[config.mk]
export PLATFORM = sky130hd
export DESIGN_NAME = shiftrl_seq
export DESIGN_NICKNAME = d
export VERILOG_FILES = /design/src/rtl/shiftrl_seq.sv
export SDC_FILE = /design/constraint.sdc
export NUM_CORES = 1
export LEC_CHECK = 0
export BUFFER_PORTS_ARGS = -buffer_cell sky130_fd_sc_hd__buf_2
export CAP_MARGIN = 20
export CORE_ASPECT_RATIO = 1.1
export CORE_MARGIN = 2
export CORE_UTILIZATION = 57
export CTS_CLUSTER_DIAMETER = 120
export DETAILED_ROUTE_END_ITERATION = 12
export GPL_ROUTABILITY_DRIVEN = 1
export PLACE_DENSITY = 0.83
export SLEW_MARGIN = 5
export SYNTH_ARGS = -nofsm -noshare
export SYNTH_HDL_FRONTEND = slang
export SYNTH_SLANG_ARGS = --single-unit
export TNS_END_PERCENT = 10
[constraint.sdc]
create_clock -name clk -period 4.8 [get_ports clk]
set_clock_uncertainty 0.15 [all_clocks]
set_input_delay 0.96 -clock clk [delete_from_list [all_inputs] [get_ports clk]]
set_output_delay 0.96 -clock clk [all_outputs]
set_load 0.02 [all_outputs]
[src/rtl/shiftrl_seq.sv]
// shiftrl_seq: multi-cycle right shifter (SRL, optionally SRA) for the ALU path.
// Shifts a 32-bit operand by sel[4:0], at most STEP bits per clock, with a
// start/busy/done handshake and z/n/c/o flags for the final result.
// Optional feature macro: SHIFTRL_SEQ_ARITH_EN enables sign fill when arith=1;
// without it the arith input is ignored and every shift is logical.
module shiftrl_seq #(
    parameter int STEP = 7
) (
    input  logic        clk,
    input  logic        rst_n,
    input  logic        start,
    input  logic [31:0] busA,
    input  logic [31:0] sel,
    input  logic        arith,
    output logic [31:0] busSRL,
    output logic        zSRL,
    output logic        nSRL,
    output logic        cSRL,
    output logic        oSRL,
    output logic        busy,
    output logic        done
);

    localparam int         DATA_W   = 32;
    localparam logic [4:0] STEP_AMT = 5'(STEP);

    typedef enum logic {
        IDLE  = 1'b0,
        SHIFT = 1'b1
    } state_t;

    state_t state, stateNext;

    // Working registers for the operation in flight.
    logic [DATA_W-1:0] acc, accNext;
    logic [4:0]        rem, remNext;
    logic              fill, fillNext;
    logic              carry, carryNext;
    logic              sticky, stickyNext;

    // Next values for the visible result/flag registers.
    logic [DATA_W-1:0] busSRLNext;
    logic              zNext, nNext, cNext, oNext;
    logic              busyNext, doneNext;

    // Per-cycle shift network outputs.
    logic [4:0]        shiftAmt;
    logic [DATA_W-1:0] shifted;
    logic              stepCarry;
    logic              stepLost;
    logic              captureFill;

    // sel[31:5] never matters; arith is unused when sign fill is compiled out.
    logic unusedBits;
    assign unusedBits = ^{sel[31:5], arith};

    // Bits to shift this cycle: whatever remains, capped at STEP.
    function automatic logic [4:0] stepAmount(input logic [4:0] remaining);
        return (remaining < STEP_AMT) ? remaining : STEP_AMT;
    endfunction

    // Right shift with the vacated top bits set to f (invert trick gives 1-fill).
    function automatic logic [DATA_W-1:0] shiftFill(input logic [DATA_W-1:0] val,
                                                    input logic [4:0]        amt,
                                                    input logic              f);
        return f ? ~((~val) >> amt) : (val >> amt);
    endfunction

    // OR of the bits that fall off the bottom during this step.
    function automatic logic lostBits(input logic [DATA_W-1:0] val,
                                      input logic [4:0]        amt);
        return |(val & ~({DATA_W{1'b1}} << amt));
    endfunction

    // Last bit shifted out this step; a zero-length step keeps the old carry.
    function automatic logic lastOut(input logic [DATA_W-1:0] val,
                                     input logic [4:0]        amt,
                                     input logic              prev);
        return (amt != 5'd0) ? val[amt - 5'd1] : prev;
    endfunction

`ifdef SHIFTRL_SEQ_ARITH_EN
    assign captureFill = arith & busA[31];
`else
    assign captureFill = 1'b0;
`endif

    assign shiftAmt  = stepAmount(rem);
    assign shifted   = shiftFill(acc, shiftAmt, fill);
    assign stepCarry = lastOut(acc, shiftAmt, carry);
    assign stepLost  = lostBits(acc, shiftAmt);

    // State and datapath registers; async reset clears everything and aborts.
    always_ff @(posedge clk or negedge rst_n) begin
        if (!rst_n) begin
            state  <= IDLE;
            acc    <= '0;
            rem    <= '0;
            fill   <= 1'b0;
            carry  <= 1'b0;
            sticky <= 1'b0;
            busSRL <= '0;
            zSRL   <= 1'b0;
            nSRL   <= 1'b0;
            cSRL   <= 1'b0;
            oSRL   <= 1'b0;
            busy   <= 1'b0;
            done   <= 1'b0;
        end else begin
            state  <= stateNext;
            acc    <= accNext;
            rem    <= remNext;
            fill   <= fillNext;
            carry  <= carryNext;
            sticky <= stickyNext;
            busSRL <= busSRLNext;
            zSRL   <= zNext;
            nSRL   <= nNext;
            cSRL   <= cNext;
            oSRL   <= oNext;
            busy   <= busyNext;
            done   <= doneNext;
        end
    end

    // Next-state logic: accept in IDLE, step in SHIFT, publish on the last step.
    always_comb begin
        stateNext  = state;
        accNext    = acc;
        remNext    = rem;
        fillNext   = fill;
        carryNext  = carry;
        stickyNext = sticky;
        busSRLNext = busSRL;
        zNext      = zSRL;
        nNext      = nSRL;
        cNext      = cSRL;
        oNext      = oSRL;
        busyNext   = busy;
        doneNext   = 1'b0;

        case (state)
            IDLE: begin
                if (start) begin
                    accNext    = busA;
                    remNext    = sel[4:0];
                    fillNext   = captureFill;
                    carryNext  = 1'b0;
                    stickyNext = 1'b0;
                    busyNext   = 1'b1;
                    stateNext  = SHIFT;
                end
            end
            SHIFT: begin
                accNext    = shifted;
                remNext    = rem - shiftAmt;
                carryNext  = stepCarry;
                stickyNext = sticky | stepLost;
                // Last step (also covers a zero-length shift on entry).
                if (rem == shiftAmt) begin
                    busSRLNext = shifted;
                    zNext      = ~|shifted;
                    nNext      = shifted[DATA_W-1];
                    cNext      = stepCarry;
                    oNext      = sticky | stepLost;
                    doneNext   = 1'b1;
                    busyNext   = 1'b0;
                    stateNext  = IDLE;
                end
            end
            default: begin
                stateNext = IDLE;
                busyNext  = 1'b0;
            end
        endcase
    end

endmodule

==> impl_metrics.tcl <==
set metrics [dict create \
    num_io_pins 106 \
    stdcell_count 780 \
    crit_slowest_cell "nor3_2" \
    clk_path_buf_depth 2 \
    synth_edf_count 0 \
    biggestRegsByFlops "acc (32), busSRL (32), rem (5)" \
    rows 36 \
    grt_pass1_wl_um 24400 \
    synth_mux_area_share_pct 8.71 \
    synth_compound_area_share_pct 25.3 \
    pwr-share-seq_pct 30.5 \
    place_congestion 0.984 \
    slew_headroom_pct 30.0 \
    wl_per_cell_um 19.8 \
    whs_path_depth 1 \
    syn_to_final_growth_pct 11.6 \
    die_h_um 103 \
    wl_met2_um 7330 \
    period_share_pct 79.2 \
    leakage_nw 2.54 \
    dpl_cell_area_mm2 0.00539 \
    initialDrtViolationCount 533 \
    top_layer "met4" \
    swShare_pct 51.6 \
    power_per_cell_area_mw_per_mm2 827 \
    route.detailed.drc 0 \
    grtUsageTotal_pct 33.0 \
    placed_cells_incl_taps 764 \
    cts_made_buffers 9 \
    critPathBufInv 1 \
    finalSetupViolations 0 \
    port_buffers 77 \
    p_switching_w 0.00240 \
    yosys-top-cells-area "dfrtp_1 (38%), o21ai_0 (8.6%), nand2_1 (7.1%), mux2i_1 (5.4%), a21oi_1 (4.8%)" \
    cpPeakStageDelay_ns 0.87 \
    reg2reg_slack_ns 1.0 \
    holdPathEnd "busy$_DFFE_PN0P_" \
    fmax_mhz 263 \
    yosysWarningCount 0 \
    crit_family "simple AND/OR/NAND/NOR gates" \
    period_needed_ns 3.80 \
    worstSetupStartpointType "register" \
    hpwl_um 10500 \
    ir_drop_v 0.000355 \
    wl_um 15500 \
    critPathArrivalTime_ns 3.90 \
    rsz0062_at_grt "no" \
    end_kind "register" \
    synth-simple-area-share_pct 20.9 \
    fin_area_mm2 0.00563 \
    yosysUniqueCellTypes 59 \
    overflow 0 \
    syn_avg_cell_area_um2 8.15 \
    grt_max_degree 79 \
    critPathKind "register to register" \
    clock-root-buffer "clkbuf_8" \
    final_util_pct 64.4 \
    critPathMaxFanout 28 \
    ys_seq_area_share_pct 38.2 \
    reg2regPathDepth 6 \
    comb_power_share_pct 57.7 \
    num-fill-cells 757 \
    intPower_w 0.00225 \
    synth_fa_ha_area_share_pct 0.993 \
    ys_ff_latch 77 \
    synth_top_area_cell "dfrtp_1" \
    fp.dieW_um 93.7 \
    first_global_vias 4664 \
    worst_pin_slew_ns 1.05 \
    dp_slack_ns 1.19 \
    rr_startpoint "rem[0]$_DFFE_PN0P_" \
    wl_met1_um 6130 \
    htree_levels 3 \
    postCtsHoldBufs 0 \
    cts_tree "built" \
    drv_slew 0 \
    cp.required_ns 4.90 \
    syn_nets 691 \
    hold_violations 0 \
    syn-cell-area_mm2 0.00504 \
    crit_cells 6 \
    reg2reg_to "zSRL$_DFFE_PN0P_" \
    drv_cap 0 \
    n_antenna_cell 0 \
    drive_gt1_share_pct 18.6 \
    ant_nets 0 \
    layout.nets 734 \
    cts.clk_slew.worst_paths_ns 0.09 \
    via_per_inst 6.52 \
    async_flop_share_pct 100 \
    post_cts_resized 0 \
    synth_top_area_share_pct 38.2 \
    cts.sinks 77 \
    cp_cell_sequence "nor3_2 > inv_1 > o32ai_1 > nor4_1 > and4_1 > a32o_1" \
    first_pass_iters 5 \
    synth_xor_xnor_area_share_pct 0 \
    fp.coreArea_mm2 0.00874 \
    holdCritStartpoint "busy$_DFFE_PN0P_" \
    power_frac_clock_pct 11.8 \
    fin_setup_tns_ns 0 \
    synth_top_family_by_area "compound AO/OA/AOI/OAI gates" \
    syn_inst 619 \
    antenna_found_initial 0 \
    status "finished clean" \
    dieArea_mm2 0.00962 \
    wl_met3_um 1320 \
    post_cts_buffers 0 \
    vias 5086 \
    hold_path_class "register to register" \
    setup_slack_ns 0.999 \
    clk_latency_ns 0.37 \
    ys.flop_type "dfrtp_1" \
    start_util_pct 57.7 \
]
## metal layers
metal	up-vias	global-route usage, %
li1	2309	-
met1	2416	42.6
met2	300	52.4
met3	61	6.58
met4	0	18.6
met5	-	0
## power groups by stage
stage | logic [W] | clock network (W) | registers [W]
2_1_floorplan | 0.00194 | 0 | 0.00131
3_3_place_gp | 0.00254 | 0 | 0.00139
3_5_place_dp | 0.00262 | 0 | 0.00141
4_1_cts | 0.00264 | 0.000549 | 0.00140
5_1_grt | 0.00294 | 0.000580 | 0.00145
6_report | 0.00268 | 0.000549 | 0.00142
## layout make-up
type	count	area (um2)	area share (%)
timing repair buffer	86	475	8.45
clock buffer	11	141	2.51
inverter	12	45.0	0.800
clock inverter	4	72.6	1.29
multi-input combinational	476	2820	50.1
tap	114	143	2.53
sequential	77	1930	34.3
## metrics by stage
stage | hold WS (ns) | power (W)
final | 0.326 | 0.00465
after detailed placement | 0.310 | 0.00403
after floorplan | 0.350 | 0.00326
after CTS | 0.328 | 0.00459
after global placement | 0.304 | 0.00393
after global routing | 0.351 | 0.00498
## layout by cell type, fill, tap and decap left out, types with 2 or more instances in the layout
cell type	instances
a211oi_1	21
a21o_1	2
a21oi_1	48
a221oi_1	2
a2bb2oi_1	4
a31oi_1	2
a32o_1	3
a32oi_1	2
and3_1	2
and4_1	2
buf_2	76
buf_4	9
bufinv_16	2
clkbuf_8	10
dfrtp_1	75
dfrtp_2	2
ha_1	4
inv_1	10
mux2_2	9
mux2i_1	27
mux4_2	3
nand2_1	96
nand2b_1	3
nand3_1	11
nand3b_1	2
nor2_1	35
nor2_4	2
nor2b_1	35
nor3_1	3
nor3b_1	2
nor4_1	15
o2111ai_1	4
o211ai_1	3
o21a_1	3
o21ai_0	87
o21ai_1	9
o22ai_1	10
o2bb2ai_1	2
o32ai_1	2
or4_1	3
## how the worst max path moves through the flow
stage	from	endpoint	slack (ns)
3_3_place_gp	rem[0]$_DFFE_PN0P_	carry$_DFFE_PN0P_	1.33
3_5_place_dp	rem[0]$_DFFE_PN0P_	carry$_DFFE_PN0P_	1.19
6_report	rem[0]$_DFFE_PN0P_	zSRL$_DFFE_PN0P_	1.0
5_1_grt	rem[0]$_DFFE_PN0P_	zSRL$_DFFE_PN0P_	0.75
2_1_floorplan	rem[4]$_DFFE_PN0P_	zSRL$_DFFE_PN0P_	2.03
4_1_cts	rem[0]$_DFFE_PN0P_	carry$_DFFE_PN0P_	1.16
## synth_stat cells, types with 4 or more instances
cell type / number
nand2_1: 96
o21ai_0: 87
dfrtp_1: 77
a21oi_1: 48
nor2_1: 35
nor2b_1: 35
clkbuf_1: 31
mux2i_1: 27
a211oi_1: 21
nor4_1: 15
buf_2: 14
nand3_1: 12
inv_1: 10
o22ai_1: 10
mux2_2: 9
o21ai_1: 9
a2bb2oi_1: 4
ha_1: 4
o2111ai_1: 4
## kinds of logic (layout without fill, tap and decap cells)
logic type | after synthesis | count (layout)
AOI/OAI and AO/OA | 214 | 214
adders and majority gates | 4 | 4
buffers and inverters | 66 | 113
DFF | 77 | 77
muxes | 39 | 39
and+or+nand+nor | 219 | 219
Power figures use the tool's default switching activity.
